File: src/rtl/id_stage_pipe_pkg.sv
//==============================================================================
// Module      : id_stage_pipe_pkg
// Description : Shared definitions for the MIPS ID stage: default widths,
//               opcode/funct constants, ALU operation encodings and the
//               decoded-control bundle passed from the decoder to the top.
// Revision    : 1.0 - initial release
//==============================================================================
`default_nettype none

package id_stage_pipe_pkg;

    // Default widths
    localparam int unsigned c_DATA_W  = 32;
    localparam int unsigned c_REG_AW  = 5;
    localparam int unsigned c_ALUOP_W = 4;
    localparam int unsigned c_PC_W    = 32;

    // Primary opcodes (inst[31:26])
    localparam logic [5:0] c_OP_RTYPE = 6'h00;
    localparam logic [5:0] c_OP_BEQ   = 6'h04;
    localparam logic [5:0] c_OP_BNE   = 6'h05;
    localparam logic [5:0] c_OP_ADDIU = 6'h09;
    localparam logic [5:0] c_OP_SLTI  = 6'h0A;
    localparam logic [5:0] c_OP_ANDI  = 6'h0C;
    localparam logic [5:0] c_OP_ORI   = 6'h0D;
    localparam logic [5:0] c_OP_XORI  = 6'h0E;
    localparam logic [5:0] c_OP_LUI   = 6'h0F;
    localparam logic [5:0] c_OP_LW    = 6'h23;
    localparam logic [5:0] c_OP_SW    = 6'h2B;

    // R-type function codes (inst[5:0])
    localparam logic [5:0] c_FN_SLL  = 6'h00;
    localparam logic [5:0] c_FN_SRL  = 6'h02;
    localparam logic [5:0] c_FN_ADDU = 6'h21;
    localparam logic [5:0] c_FN_SUBU = 6'h23;
    localparam logic [5:0] c_FN_AND  = 6'h24;
    localparam logic [5:0] c_FN_OR   = 6'h25;
    localparam logic [5:0] c_FN_XOR  = 6'h26;
    localparam logic [5:0] c_FN_SLT  = 6'h2A;

    typedef enum logic [3:0] {
        ALU_ADD = 4'd0,
        ALU_SUB = 4'd1,
        ALU_AND = 4'd2,
        ALU_OR  = 4'd3,
        ALU_XOR = 4'd4,
        ALU_SLT = 4'd5,
        ALU_SLL = 4'd6,
        ALU_SRL = 4'd7
    } alu_op_e;

    // Source of operand 2: register (NONE) or one of the immediate forms
    typedef enum logic [1:0] {
        IMM_NONE = 2'd0,
        IMM_SEXT = 2'd1,
        IMM_ZEXT = 2'd2,
        IMM_LUI  = 2'd3
    } imm_sel_e;

    // Destination register field
    typedef enum logic [1:0] {
        WR_NONE = 2'd0,
        WR_RD   = 2'd1,
        WR_RT   = 2'd2
    } wr_sel_e;

    typedef struct packed {
        alu_op_e  alu_op;
        imm_sel_e imm_sel;
        logic     rd_en1;
        logic     rd_en2;
        wr_sel_e  wr_sel;
        logic     shift;     // op1 comes from the shamt field
        logic     mem_rd;
        logic     mem_wr;
        logic     br_eq;
        logic     br_ne;
        logic     illegal;
    } dec_t;

endpackage

`default_nettype wire

File: src/rtl/id_stage_pipe_if.sv
//==============================================================================
// Module      : id_stage_pipe_if
// Description : Bundle of every ID-stage signal except clk/rst: the IF-side
//               handshake, register-file read port, EX/MEM forwarding
//               sources, flush, and the ID/EX pipeline register outputs.
//               master = ID stage, slave = surrounding pipeline.
// Revision    : 1.0 - initial release
//==============================================================================
`default_nettype none

interface id_stage_pipe_if #(
    parameter int DATA_W  = 32,
    parameter int REG_AW  = 5,
    parameter int ALUOP_W = 4,
    parameter int PC_W    = 32
);
    // IF side
    logic               in_valid;
    logic               in_ready;
    logic [31:0]        in_inst;
    logic [PC_W-1:0]    in_pc;
    // Register file
    logic [REG_AW-1:0]  rd_addr1;
    logic [REG_AW-1:0]  rd_addr2;
    logic               rd_en1;
    logic               rd_en2;
    logic [DATA_W-1:0]  rd_data1;
    logic [DATA_W-1:0]  rd_data2;
    // Forwarding sources and hazard info
    logic               ex_wr_en;
    logic [REG_AW-1:0]  ex_wr_addr;
    logic [DATA_W-1:0]  ex_wr_data;
    logic               ex_is_load;
    logic               mem_wr_en;
    logic [REG_AW-1:0]  mem_wr_addr;
    logic [DATA_W-1:0]  mem_wr_data;
    logic               flush;
    // ID/EX register
    logic               out_valid;
    logic               out_ready;
    logic [ALUOP_W-1:0] out_alu_op;
    logic [DATA_W-1:0]  out_op1;
    logic [DATA_W-1:0]  out_op2;
    logic [DATA_W-1:0]  out_st_data;
    logic [REG_AW-1:0]  out_wr_addr;
    logic               out_wr_en;
    logic               out_mem_rd;
    logic               out_mem_wr;
    logic               out_br_taken;
    logic [PC_W-1:0]    out_br_target;
    logic               out_illegal;

    modport master (
        input  in_valid, in_inst, in_pc, rd_data1, rd_data2,
               ex_wr_en, ex_wr_addr, ex_wr_data, ex_is_load,
               mem_wr_en, mem_wr_addr, mem_wr_data, flush, out_ready,
        output in_ready, rd_addr1, rd_addr2, rd_en1, rd_en2,
               out_valid, out_alu_op, out_op1, out_op2, out_st_data,
               out_wr_addr, out_wr_en, out_mem_rd, out_mem_wr,
               out_br_taken, out_br_target, out_illegal
    );

    modport slave (
        output in_valid, in_inst, in_pc, rd_data1, rd_data2,
               ex_wr_en, ex_wr_addr, ex_wr_data, ex_is_load,
               mem_wr_en, mem_wr_addr, mem_wr_data, flush, out_ready,
        input  in_ready, rd_addr1, rd_addr2, rd_en1, rd_en2,
               out_valid, out_alu_op, out_op1, out_op2, out_st_data,
               out_wr_addr, out_wr_en, out_mem_rd, out_mem_wr,
               out_br_taken, out_br_target, out_illegal
    );

endinterface

`default_nettype wire

File: src/rtl/id_stage_pipe_decoder.sv
//==============================================================================
// Module      : id_stage_pipe_decoder
// Description : Combinational MIPS decoder, opcode/funct -> control bundle.
//               Unsupported encodings decode as a NOP with illegal set.
//   i_opcode  in  6   inst[31:26]
//   i_funct   in  6   inst[5:0]
//   o_dec     out     decoded control (dec_t)
// Revision    : 1.0 - initial release
//==============================================================================
`default_nettype none

module id_stage_pipe_decoder
    import id_stage_pipe_pkg::*;
(
    input  wire logic [5:0] i_opcode,
    input  wire logic [5:0] i_funct,
    output dec_t            o_dec
);

    always_comb begin
        o_dec         = '0;
        o_dec.alu_op  = ALU_ADD;
        o_dec.imm_sel = IMM_NONE;
        o_dec.wr_sel  = WR_NONE;

        case (i_opcode)
            c_OP_RTYPE: begin
                o_dec.rd_en1 = 1'b1;
                o_dec.rd_en2 = 1'b1;
                o_dec.wr_sel = WR_RD;
                case (i_funct)
                    c_FN_ADDU: o_dec.alu_op = ALU_ADD;
                    c_FN_SUBU: o_dec.alu_op = ALU_SUB;
                    c_FN_AND:  o_dec.alu_op = ALU_AND;
                    c_FN_OR:   o_dec.alu_op = ALU_OR;
                    c_FN_XOR:  o_dec.alu_op = ALU_XOR;
                    c_FN_SLT:  o_dec.alu_op = ALU_SLT;
                    c_FN_SLL, c_FN_SRL: begin
                        // Shifts take shamt as op1; rs is not read
                        o_dec.alu_op = (i_funct == c_FN_SLL) ? ALU_SLL : ALU_SRL;
                        o_dec.rd_en1 = 1'b0;
                        o_dec.shift  = 1'b1;
                    end
                    default: begin
                        o_dec.rd_en1  = 1'b0;
                        o_dec.rd_en2  = 1'b0;
                        o_dec.wr_sel  = WR_NONE;
                        o_dec.illegal = 1'b1;
                    end
                endcase
            end
            c_OP_ADDIU, c_OP_SLTI, c_OP_LW: begin
                o_dec.alu_op  = (i_opcode == c_OP_SLTI) ? ALU_SLT : ALU_ADD;
                o_dec.imm_sel = IMM_SEXT;
                o_dec.rd_en1  = 1'b1;
                o_dec.wr_sel  = WR_RT;
                o_dec.mem_rd  = (i_opcode == c_OP_LW);
            end
            c_OP_ANDI, c_OP_ORI, c_OP_XORI: begin
                o_dec.alu_op  = (i_opcode == c_OP_ANDI) ? ALU_AND :
                                (i_opcode == c_OP_ORI)  ? ALU_OR  : ALU_XOR;
                o_dec.imm_sel = IMM_ZEXT;
                o_dec.rd_en1  = 1'b1;
                o_dec.wr_sel  = WR_RT;
            end
            c_OP_LUI: begin
                // op1 is forced to zero, so ADD passes imm<<16 through
                o_dec.imm_sel = IMM_LUI;
                o_dec.wr_sel  = WR_RT;
            end
            c_OP_SW: begin
                o_dec.imm_sel = IMM_SEXT;
                o_dec.rd_en1  = 1'b1;
                o_dec.rd_en2  = 1'b1;
                o_dec.mem_wr  = 1'b1;
            end
            c_OP_BEQ, c_OP_BNE: begin
                o_dec.alu_op = ALU_SUB;
                o_dec.rd_en1 = 1'b1;
                o_dec.rd_en2 = 1'b1;
                o_dec.br_eq  = (i_opcode == c_OP_BEQ);
                o_dec.br_ne  = (i_opcode == c_OP_BNE);
            end
            default: o_dec.illegal = 1'b1;
        endcase
    end

endmodule

`default_nettype wire

File: src/rtl/id_stage_pipe.sv
//==============================================================================
// Module      : id_stage_pipe
// Description : Registered MIPS decode stage between IF and EX. Decodes the
//               instruction, reads the register file, forwards EX/MEM
//               results, stalls on load-use, resolves BEQ/BNE and drives the
//               ID/EX register with a valid/ready handshake (1-cycle latency).
//   clk  in   rising-edge clock
//   rst  in   synchronous active-high reset
//   bus  id_stage_pipe_if.master - IF handshake, regfile port, forwarding
//        sources, flush and ID/EX outputs
// Revision    : 1.0 - initial release
//==============================================================================
`default_nettype none

module id_stage_pipe
    import id_stage_pipe_pkg::*;
#(
    parameter int DATA_W  = c_DATA_W,
    parameter int REG_AW  = c_REG_AW,
    parameter int ALUOP_W = c_ALUOP_W,
    parameter int PC_W    = c_PC_W
) (
    input wire logic        clk,
    input wire logic        rst,
    id_stage_pipe_if.master bus
);

    logic [31:0]        w_inst;
    dec_t               w_dec;
    logic [REG_AW-1:0]  w_rs, w_rt, w_rd, w_wr_addr;
    logic [DATA_W-1:0]  w_fwd1, w_fwd2, w_imm_sext, w_op1, w_op2;
    logic [PC_W-1:0]    w_br_off, w_br_target;
    logic               w_wr_en, w_br_taken, w_stall, w_in_ready, w_accept;

    logic               r_valid, r_wr_en, r_mem_rd, r_mem_wr, r_br_taken, r_illegal;
    logic [ALUOP_W-1:0] r_alu_op;
    logic [DATA_W-1:0]  r_op1, r_op2, r_st_data;
    logic [REG_AW-1:0]  r_wr_addr;
    logic [PC_W-1:0]    r_br_target;

    // Register 0 reads as zero; the younger EX result beats MEM.
    function automatic logic [DATA_W-1:0] f_forward(
        input logic [REG_AW-1:0] addr,     input logic [DATA_W-1:0] rf_data,
        input logic              ex_en,    input logic [REG_AW-1:0] ex_addr,
        input logic [DATA_W-1:0] ex_data,  input logic              mem_en,
        input logic [REG_AW-1:0] mem_addr, input logic [DATA_W-1:0] mem_data);
        if (addr == '0)                        return '0;
        else if (ex_en && ex_addr == addr)     return ex_data;
        else if (mem_en && mem_addr == addr)   return mem_data;
        else                                   return rf_data;
    endfunction

    assign w_inst = bus.in_inst;
    assign w_rs   = REG_AW'(w_inst[25:21]);
    assign w_rt   = REG_AW'(w_inst[20:16]);
    assign w_rd   = REG_AW'(w_inst[15:11]);

    id_stage_pipe_decoder u_decoder (
        .i_opcode (w_inst[31:26]),
        .i_funct  (w_inst[5:0]),
        .o_dec    (w_dec)
    );

    assign w_fwd1 = f_forward(w_rs, bus.rd_data1, bus.ex_wr_en, bus.ex_wr_addr, bus.ex_wr_data,
                              bus.mem_wr_en, bus.mem_wr_addr, bus.mem_wr_data);
    assign w_fwd2 = f_forward(w_rt, bus.rd_data2, bus.ex_wr_en, bus.ex_wr_addr, bus.ex_wr_data,
                              bus.mem_wr_en, bus.mem_wr_addr, bus.mem_wr_data);

    assign w_imm_sext = {{(DATA_W-16){w_inst[15]}}, w_inst[15:0]};

    always_comb begin
        w_op1 = '0;
        if (w_dec.shift)       w_op1 = DATA_W'(w_inst[10:6]);
        else if (w_dec.rd_en1) w_op1 = w_fwd1;
    end

    always_comb begin
        w_op2 = '0;
        case (w_dec.imm_sel)
            IMM_SEXT: w_op2 = w_imm_sext;
            IMM_ZEXT: w_op2 = DATA_W'(w_inst[15:0]);
            IMM_LUI:  w_op2 = DATA_W'({w_inst[15:0], 16'h0000});
            default:  w_op2 = w_dec.rd_en2 ? w_fwd2 : '0;
        endcase
    end

    always_comb begin
        w_wr_addr = '0;
        case (w_dec.wr_sel)
            WR_RD:   w_wr_addr = w_rd;
            WR_RT:   w_wr_addr = w_rt;
            default: w_wr_addr = '0;
        endcase
    end

    assign w_wr_en     = (w_dec.wr_sel != WR_NONE) && (w_wr_addr != '0);
    assign w_br_off    = {{(PC_W-18){w_inst[15]}}, w_inst[15:0], 2'b00};
    assign w_br_target = bus.in_pc + PC_W'(4) + w_br_off;
    assign w_br_taken  = (w_dec.br_eq && (w_fwd1 == w_fwd2)) ||
                         (w_dec.br_ne && (w_fwd1 != w_fwd2));

    // A load in EX has no data yet; any consumer of its destination waits.
    assign w_stall = bus.ex_wr_en && bus.ex_is_load && (bus.ex_wr_addr != '0) &&
                     ((w_dec.rd_en1 && (w_rs == bus.ex_wr_addr)) ||
                      (w_dec.rd_en2 && (w_rt == bus.ex_wr_addr)));

    assign w_in_ready = !rst && !bus.flush && !w_stall && (!r_valid || bus.out_ready);
    assign w_accept   = bus.in_valid && w_in_ready;

    always_ff @(posedge clk) begin
        if (rst) begin
            r_valid     <= 1'b0;
            r_alu_op    <= '0;
            r_op1       <= '0;
            r_op2       <= '0;
            r_st_data   <= '0;
            r_wr_addr   <= '0;
            r_wr_en     <= 1'b0;
            r_mem_rd    <= 1'b0;
            r_mem_wr    <= 1'b0;
            r_br_taken  <= 1'b0;
            r_br_target <= '0;
            r_illegal   <= 1'b0;
        end else if (bus.flush) begin
            r_valid <= 1'b0;
        end else if (w_accept) begin
            r_valid     <= 1'b1;
            r_alu_op    <= ALUOP_W'(w_dec.alu_op);
            r_op1       <= w_op1;
            r_op2       <= w_op2;
            r_st_data   <= w_dec.mem_wr ? w_fwd2 : '0;
            r_wr_addr   <= w_wr_addr;
            r_wr_en     <= w_wr_en;
            r_mem_rd    <= w_dec.mem_rd;
            r_mem_wr    <= w_dec.mem_wr;
            r_br_taken  <= w_br_taken;
            r_br_target <= w_br_target;
            r_illegal   <= w_dec.illegal;
        end else if (bus.out_ready) begin
            r_valid <= 1'b0;
        end
    end

    assign bus.in_ready      = w_in_ready;
    assign bus.rd_addr1      = w_rs;
    assign bus.rd_addr2      = w_rt;
    assign bus.rd_en1        = w_dec.rd_en1;
    assign bus.rd_en2        = w_dec.rd_en2;
    assign bus.out_valid     = r_valid;
    assign bus.out_alu_op    = r_alu_op;
    assign bus.out_op1       = r_op1;
    assign bus.out_op2       = r_op2;
    assign bus.out_st_data   = r_st_data;
    assign bus.out_wr_addr   = r_wr_addr;
    assign bus.out_wr_en     = r_wr_en;
    assign bus.out_mem_rd    = r_mem_rd;
    assign bus.out_mem_wr    = r_mem_wr;
    assign bus.out_br_taken  = r_br_taken;
    assign bus.out_br_target = r_br_target;
    assign bus.out_illegal   = r_illegal;

endmodule

`default_nettype wire

File: src/flat_wrapper.sv
// flat-port wrapper written by rule: the top's interface ports become plain ports
module id_stage_pipe_flat import id_stage_pipe_pkg::*;
#(
    parameter int DATA_W  = c_DATA_W,
    parameter int REG_AW  = c_REG_AW,
    parameter int ALUOP_W = c_ALUOP_W,
    parameter int PC_W    = c_PC_W
)
  (clk, rst, bus_in_valid, bus_in_inst, bus_in_pc, bus_rd_data1, bus_rd_data2, bus_ex_wr_en, bus_ex_wr_addr, bus_ex_wr_data, bus_ex_is_load, bus_mem_wr_en, bus_mem_wr_addr, bus_mem_wr_data, bus_flush, bus_out_ready, bus_in_ready, bus_rd_addr1, bus_rd_addr2, bus_rd_en1, bus_rd_en2, bus_out_valid, bus_out_alu_op, bus_out_op1, bus_out_op2, bus_out_st_data, bus_out_wr_addr, bus_out_wr_en, bus_out_mem_rd, bus_out_mem_wr, bus_out_br_taken, bus_out_br_target, bus_out_illegal);
  id_stage_pipe_if #(.DATA_W(DATA_W), .REG_AW(REG_AW), .ALUOP_W(ALUOP_W), .PC_W(PC_W)) bus_i ();
  input wire logic clk;
  input wire logic rst;
  input wire logic [$bits(bus_i.in_valid)-1:0] bus_in_valid;
  input wire logic [$bits(bus_i.in_inst)-1:0] bus_in_inst;
  input wire logic [$bits(bus_i.in_pc)-1:0] bus_in_pc;
  input wire logic [$bits(bus_i.rd_data1)-1:0] bus_rd_data1;
  input wire logic [$bits(bus_i.rd_data2)-1:0] bus_rd_data2;
  input wire logic [$bits(bus_i.ex_wr_en)-1:0] bus_ex_wr_en;
  input wire logic [$bits(bus_i.ex_wr_addr)-1:0] bus_ex_wr_addr;
  input wire logic [$bits(bus_i.ex_wr_data)-1:0] bus_ex_wr_data;
  input wire logic [$bits(bus_i.ex_is_load)-1:0] bus_ex_is_load;
  input wire logic [$bits(bus_i.mem_wr_en)-1:0] bus_mem_wr_en;
  input wire logic [$bits(bus_i.mem_wr_addr)-1:0] bus_mem_wr_addr;
  input wire logic [$bits(bus_i.mem_wr_data)-1:0] bus_mem_wr_data;
  input wire logic [$bits(bus_i.flush)-1:0] bus_flush;
  input wire logic [$bits(bus_i.out_ready)-1:0] bus_out_ready;
  output wire logic [$bits(bus_i.in_ready)-1:0] bus_in_ready;
  output wire logic [$bits(bus_i.rd_addr1)-1:0] bus_rd_addr1;
  output wire logic [$bits(bus_i.rd_addr2)-1:0] bus_rd_addr2;
  output wire logic [$bits(bus_i.rd_en1)-1:0] bus_rd_en1;
  output wire logic [$bits(bus_i.rd_en2)-1:0] bus_rd_en2;
  output wire logic [$bits(bus_i.out_valid)-1:0] bus_out_valid;
  output wire logic [$bits(bus_i.out_alu_op)-1:0] bus_out_alu_op;
  output wire logic [$bits(bus_i.out_op1)-1:0] bus_out_op1;
  output wire logic [$bits(bus_i.out_op2)-1:0] bus_out_op2;
  output wire logic [$bits(bus_i.out_st_data)-1:0] bus_out_st_data;
  output wire logic [$bits(bus_i.out_wr_addr)-1:0] bus_out_wr_addr;
  output wire logic [$bits(bus_i.out_wr_en)-1:0] bus_out_wr_en;
  output wire logic [$bits(bus_i.out_mem_rd)-1:0] bus_out_mem_rd;
  output wire logic [$bits(bus_i.out_mem_wr)-1:0] bus_out_mem_wr;
  output wire logic [$bits(bus_i.out_br_taken)-1:0] bus_out_br_taken;
  output wire logic [$bits(bus_i.out_br_target)-1:0] bus_out_br_target;
  output wire logic [$bits(bus_i.out_illegal)-1:0] bus_out_illegal;
  assign bus_i.in_valid = bus_in_valid;
  assign bus_i.in_inst = bus_in_inst;
  assign bus_i.in_pc = bus_in_pc;
  assign bus_i.rd_data1 = bus_rd_data1;
  assign bus_i.rd_data2 = bus_rd_data2;
  assign bus_i.ex_wr_en = bus_ex_wr_en;
  assign bus_i.ex_wr_addr = bus_ex_wr_addr;
  assign bus_i.ex_wr_data = bus_ex_wr_data;
  assign bus_i.ex_is_load = bus_ex_is_load;
  assign bus_i.mem_wr_en = bus_mem_wr_en;
  assign bus_i.mem_wr_addr = bus_mem_wr_addr;
  assign bus_i.mem_wr_data = bus_mem_wr_data;
  assign bus_i.flush = bus_flush;
  assign bus_i.out_ready = bus_out_ready;
  assign bus_in_ready = bus_i.in_ready;
  assign bus_rd_addr1 = bus_i.rd_addr1;
  assign bus_rd_addr2 = bus_i.rd_addr2;
  assign bus_rd_en1 = bus_i.rd_en1;
  assign bus_rd_en2 = bus_i.rd_en2;
  assign bus_out_valid = bus_i.out_valid;
  assign bus_out_alu_op = bus_i.out_alu_op;
  assign bus_out_op1 = bus_i.out_op1;
  assign bus_out_op2 = bus_i.out_op2;
  assign bus_out_st_data = bus_i.out_st_data;
  assign bus_out_wr_addr = bus_i.out_wr_addr;
  assign bus_out_wr_en = bus_i.out_wr_en;
  assign bus_out_mem_rd = bus_i.out_mem_rd;
  assign bus_out_mem_wr = bus_i.out_mem_wr;
  assign bus_out_br_taken = bus_i.out_br_taken;
  assign bus_out_br_target = bus_i.out_br_target;
  assign bus_out_illegal = bus_i.out_illegal;
  id_stage_pipe #(.DATA_W(DATA_W), .REG_AW(REG_AW), .ALUOP_W(ALUOP_W), .PC_W(PC_W)) u_core (.clk(clk), .rst(rst), .bus(bus_i));
endmodule
File: config.mk
export PLATFORM = sky130hd
export DESIGN_NAME = id_stage_pipe_flat
export DESIGN_NICKNAME = d
export VERILOG_FILES = /design/src/rtl/id_stage_pipe_pkg.sv /design/src/rtl/id_stage_pipe_if.sv /design/src/rtl/id_stage_pipe_decoder.sv /design/src/rtl/id_stage_pipe.sv /design/src/flat_wrapper.sv
export SDC_FILE = /design/constraint.sdc
export NUM_CORES = 1
export LEC_CHECK = 0
export BUFFER_PORTS_ARGS = -buffer_cell sky130_fd_sc_hd__buf_4
export CAP_MARGIN = 20
export CORE_AREA = 2 2 133 161
export DETAILED_ROUTE_END_ITERATION = 16
export DIE_AREA = 0 0 135 163
export PLACE_DENSITY = 0.86
export SLEW_MARGIN = 30
export SYNTH_ARGS = -nofsm -noshare
export SYNTH_HDL_FRONTEND = slang
export SYNTH_SLANG_ARGS = --single-unit
File: constraint.sdc
create_clock -name clk -period 5 [get_ports clk]
set_clock_uncertainty 0.15 [all_clocks]
set_input_delay 1 -clock clk [delete_from_list [all_inputs] [get_ports clk]]
set_output_delay 1 -clock clk [all_outputs]
set_load 0.05 [all_outputs]
==> impl_results.html <==
<table>
<tr><th>Metric</th><th>Value</th></tr>
<tr><th colspan="2">Outcome</th></tr>
<tr><td>Outcome</td><td>complete, no violations</td></tr>
<tr><th colspan="2">Yosys</th></tr>
<tr><td>Library cell occupying the most area in the post-synthesis netlist</td><td>sky130_fd_sc_hd__dfxtp_1</td></tr>
<tr><td>Average footprint of a synthesized cell</td><td>7.433 µm²</td></tr>
<tr><td>Net Count, Synth</td><td>between 1,500 and 2,000</td></tr>
<tr><td>Ys async rst share</td><td>0%</td></tr>
<tr><td>Count of distinct cell types in the synthesized netlist</td><td>71</td></tr>
<tr><td>Top post-synthesis cells by area</td><td>sky130_fd_sc_hd__dfxtp_1 28%, sky130_fd_sc_hd__ha_1 7.3%, sky130_fd_sc_hd__a21oi_1 6.1%</td></tr>
<tr><td>Register bit count reported by yosys</td><td>142</td></tr>
<tr><td>Count of yosys warnings during synthesis</td><td>0</td></tr>
<tr><td>Post-synthesis instance area</td><td>0.01032 mm²</td></tr>
<tr><td>Number of enable flip-flop cells after synthesis</td><td>0</td></tr>
<tr><td>Share of the synthesized area in the top cell type</td><td>27.53%</td></tr>
<tr><td>Portion of the post-synthesis area used by sequential elements</td><td>27.53%</td></tr>
<tr><td>Count leader, synth</td><td>sky130_fd_sc_hd__nand2_1</td></tr>
<tr><td>Syn Inst Count</td><td>1,389</td></tr>
<tr><td>Commonest cells post-synth</td><td>162 x sky130_fd_sc_hd__nand2_1, 142 x sky130_fd_sc_hd__dfxtp_1, 126 x sky130_fd_sc_hd__a21oi_1</td></tr>
<tr><td>Most used flip-flop cell after synthesis</td><td>sky130_fd_sc_hd__dfxtp_1</td></tr>
<tr><th colspan="2">STA</th></tr>
<tr><td>Minimum hold slack</td><td>between 0.3 and 0.4 ns</td></tr>
<tr><td>Pin slew with the least headroom to its limit</td><td>0.9924 ns</td></tr>
<tr><td>Accumulated negative setup slack</td><td>0 ns</td></tr>
<tr><td>Worst slew margin relative to its limit</td><td>roughly a third</td></tr>
<tr><td>Setup repair after global routing missed its margin</td><td>false</td></tr>
<tr><td>Period minus WS final</td><td>approximately 4.1 ns</td></tr>
<tr><td>Final count of hold timing violations</td><td>0</td></tr>
<tr><td># setup viols final</td><td>0</td></tr>
<tr><td>Portion of the clock cycle consumed by the worst path in the final layout</td><td>81.12%</td></tr>
<tr><td>Highest clock frequency the design can meet</td><td>246.5 MHz</td></tr>
<tr><td>Count of final max-slew check failures</td><td>0</td></tr>
<tr><th colspan="2">Placed design</th></tr>
<tr><td>Number of I/O port buffers</td><td>364</td></tr>
<tr><td>Half-perimeter wire length of the detailed placement result</td><td>33.31 mm</td></tr>
<tr><td>Gpl congestion</td><td>0.9797</td></tr>
<tr><td>Placed inst area</td><td>~0.013 mm²</td></tr>
<tr><th colspan="2">Global route</th></tr>
<tr><td>Largest net degree at the start of global routing</td><td>133</td></tr>
<tr><td>Remaining Overflow, GRT</td><td>0</td></tr>
<tr><td>Antenna violations before repair</td><td>2</td></tr>
<tr><td>GRT Total Usage</td><td>between 30% and 40%</td></tr>
<tr><td>Number of global-route vias before repair</td><td>roughly 12,000</td></tr>
<tr><td>First-pass GRT wire length</td><td>65.44 mm</td></tr>
<tr><th colspan="2">Floorplanning</th></tr>
<tr><td>Rows</td><td>58</td></tr>
<tr><td>Total core area</td><td>0.02061 mm²</td></tr>
<tr><td>Count of boundary I/O pins</td><td>between 300 and 400</td></tr>
<tr><td>Starting density of the core</td><td>50.10%</td></tr>
<tr><td>Die Ht</td><td>163 µm</td></tr>
<tr><td>Width of the die</td><td>roughly 140 µm</td></tr>
<tr><td>Total Die Area</td><td>0.02201 mm²</td></tr>
<tr><th colspan="2">Route</th></tr>
<tr><td>DR WL/cell</td><td>22.38 µm</td></tr>
<tr><td>Total number of vias</td><td>12,510</td></tr>
<tr><td>First-pass iteration count of the detailed router</td><td>6</td></tr>
<tr><td>Remaining DRCs</td><td>0</td></tr>
<tr><td>Vias per cell</td><td>between 6 and 7</td></tr>
<tr><td>Count of antenna-violating nets left after detailed routing</td><td>0</td></tr>
<tr><td>Total detailed-routing wirelength</td><td>43.54 mm</td></tr>
<tr><td>Iter 0 DRT Violations</td><td>1,331</td></tr>
<tr><th colspan="2">Power and ir drop</th></tr>
<tr><td>Relative contribution of the clock network to total power</td><td>36.6%</td></tr>
<tr><td>P_leak</td><td>approximately 0.0056 µW</td></tr>
<tr><td>Int Pwr</td><td>2327 µW</td></tr>
<tr><td>Fraction of power consumed by sequential logic</td><td>roughly a third</td></tr>
<tr><td>Worst vdd rail ir drop</td><td>around 180 µV</td></tr>
<tr><td>Switching Fraction</td><td>about a third</td></tr>
<tr><td>Power density cells</td><td>261.9 mW/mm²</td></tr>
<tr><td>Switching pwr</td><td>between 1000 and 1500 µW</td></tr>
<tr><td>Combinational group share of total power</td><td>30.1%</td></tr>
<tr><th colspan="2">Clock tree</th></tr>
<tr><td>PostCTS Resize Cnt</td><td>0</td></tr>
<tr><td>Post-CTS clock slew at the launch and capture registers of the worst setup and hold paths</td><td>0.06 ns</td></tr>
<tr><td>CTS tree</td><td>done</td></tr>
<tr><td># hold bufs at CTS</td><td>0</td></tr>
<tr><td>H-tree levels</td><td>4</td></tr>
<tr><td>CTS Root Cell</td><td>sky130_fd_sc_hd__clkbuf_16</td></tr>
<tr><td>Buffers from clock root to sink, at most</td><td>2</td></tr>
<tr><td>Number of setup buffers added after CTS</td><td>0</td></tr>
<tr><td>Clock tree sinks</td><td>between 100 and 150</td></tr>
<tr><td>Number of buffers created by CTS</td><td>17</td></tr>
<tr><td>Clock latency reported for the late side of the worst-skew pair</td><td>between 0.4 and 0.5 ns</td></tr>
<tr><th colspan="2">Final layout</th></tr>
<tr><td>Total area of multi-input combinational cells</td><td>0.006784 mm²</td></tr>
<tr><td>Fraction of final layout cells with drive strength greater than 1</td><td>26.51%</td></tr>
<tr><td>Number of fillers in the final layout</td><td>1,810</td></tr>
<tr><td>Register area</td><td>approximately 0.0028 mm²</td></tr>
<tr><td>Area Overhead vs Synth</td><td>31.99%</td></tr>
<tr><td>Final cell area excluding filler cells</td><td>0.01363 mm²</td></tr>
<tr><td>Final net count</td><td>1,933</td></tr>
<tr><td>Core occupancy in the finished layout</td><td>66.12%</td></tr>
<tr><th colspan="2">Critical path</th></tr>
<tr><td>R2R Path End</td><td>u_core.bus.out_br_target[30]</td></tr>
<tr><td>Reg2reg path depth</td><td>7</td></tr>
<tr><td>Startpoint of the lowest-slack register-to-register path</td><td>u_core.bus.out_valid</td></tr>
<tr><td>Req. time, crit path</td><td>5.20 ns</td></tr>
<tr><td>Nature of the critical path startpoint</td><td>primary input</td></tr>
<tr><td>Worst setup path category</td><td>in2reg</td></tr>
<tr><td>Internal reg-to-reg setup slack</td><td>2.57 ns</td></tr>
<tr><td>Arrival time at the worst endpoint</td><td>4.25 ns</td></tr>
<tr><td>Type of element capturing the critical path</td><td>flip-flop</td></tr>
<tr><td>Critical path peak fanout</td><td>9</td></tr>
<tr><th colspan="2">Run</th></tr>
<tr><td>Number of violations of the max-capacitance limit</td><td>0</td></tr>
<tr><th colspan="2">Worst hold path</th></tr>
<tr><td>Hold path startpoint</td><td>u_core.bus.out_br_target[10]</td></tr>
<tr><td>Hold worst-path end</td><td>u_core.bus.out_br_target[10]</td></tr>
<tr><td>Worst hold path depth</td><td>2</td></tr>
<tr><td>Worst min-delay path category</td><td>reg2reg</td></tr>
</table>
-- per-stage QoR --
stage	setup slack, ns	total power, µW	instances
CTS	1.009	3545	1945
global placement	0.7838	2246	1913
detailed placement	0.6532	2257	1913
floorplan	0.9711	1876	1389
finish	0.9438	3569	1946
global route	0.7667	3691	1946
-- per-layer routing --
| layer | vias to the layer above | global-route usage (%) | part of all wire [%] |
|---|---|---|---|
| li1 | 5651 | - | - |
| met1 | 5791 | 46.82 | 37 |
| met2 | 904 | 61.79 | 46 |
| met3 | 159 | 7.812 | 11 |
| met4 | 2 | 22.02 | 6.0 |
| met5 | - | 0 | 0.034 |
-- critical path, stage by stage --
cell and delay (ns):
sky130_fd_sc_hd__buf_4 0.16, sky130_fd_sc_hd__ha_1 0.28, sky130_fd_sc_hd__ha_1 0.15, sky130_fd_sc_hd__inv_1 0.06, sky130_fd_sc_hd__fa_1 0.45, sky130_fd_sc_hd__nor2b_1 0.13, sky130_fd_sc_hd__o21ai_0 0.15, sky130_fd_sc_hd__a211oi_1 0.34
sky130_fd_sc_hd__a211oi_2 0.15, sky130_fd_sc_hd__o31ai_1 0.42, sky130_fd_sc_hd__a221o_1 0.30, sky130_fd_sc_hd__a211oi_1 0.11, sky130_fd_sc_hd__or3_1 0.36, sky130_fd_sc_hd__a31oi_1 0.18
-- cells by family (layout without fill, tap and decap cells) --
logic type	after synthesis	in the layout	share of synthesized area, %
and+or+nand+nor	492	492	23.22
xor gates and xnor gates	69	69	5.853
other	1	2	0.03632
AOI/OAI and AO/OA	463	463	28.78
DFF	142	142	27.53
buffers and inverters	160	446	7.016
muxes	1	1	0.09695
adders and majority gates	61	61	7.465
-- power by group through the flow --
| stage | Clock (µW) | Sequential, µW | Combinational, µW |
|---|---|---|---|
| 6_report | 1310 | 1190 | 1070 |
| 5_1_grt | 1360 | 1190 | 1140 |
| 4_1_cts | 1310 | 1190 | 1050 |
| 3_5_place_dp | 0 | 1210 | 1040 |
| 3_3_place_gp | 0 | 1210 | 1030 |
| 2_1_floorplan | 0 | 1330 | 546 |
-- placed cells by master, fill, tap and decap left out, drive strengths merged, types with 9 or more instances in the layout --
cell type	count
clkbuf	19
and3	10
nor2	77
a21o	13
buf	389
nand2	162
o21ai	100
nand2b	9
a31oi	71
a221oi	37
o31ai	66
or3	72
xnor2	63
nand4	12
a21oi	126
nor3	37
dfxtp	142
ha	60
nand3	81
inv	31
-- registers in the layout (all words and copies together) (netlist names) --
signal / count
u_core.bus.out_alu_op: 3
u_core.bus.out_br_taken: 1
u_core.bus.out_br_target: 32
u_core.bus.out_illegal: 1
u_core.bus.out_mem_rd: 1
u_core.bus.out_mem_wr: 1
u_core.bus.out_op1: 32
u_core.bus.out_op2: 32
u_core.bus.out_st_data: 32
u_core.bus.out_valid: 1
u_core.bus.out_wr_addr: 5
u_core.bus.out_wr_en: 1
-- worst max path at each step --
stage / to / slack (ns) / cells past startpoint / start
6_report: u_core.bus.out_br_target[29] / 0.94 / 14 / bus_in_inst[1]
5_1_grt: u_core.bus.out_br_target[29] / 0.77 / 16 / bus_in_inst[0]
4_1_cts: u_core.bus.out_br_target[29] / 1.01 / 14 / bus_in_inst[1]
3_5_place_dp: u_core.bus.out_br_target[29] / 0.65 / 14 / bus_in_inst[1]
3_3_place_gp: u_core.bus.out_br_target[29] / 0.78 / 14 / bus_in_inst[1]
2_1_floorplan: bus_in_ready / 0.97 / 9 / bus_in_inst[0]
-- final cells by class --
type	count	area share, %
Antenna cell	1	0.01836
Clock buffer	19	3.250
Clock inverter	13	1.129
Inverter	25	0.6886
Multi-Input combinational cell	1087	49.78
Sequential cell	142	20.86
Tap cell	270	2.479
Timing Repair Buffer	389	21.80
(Power assumes the default switching activity.)
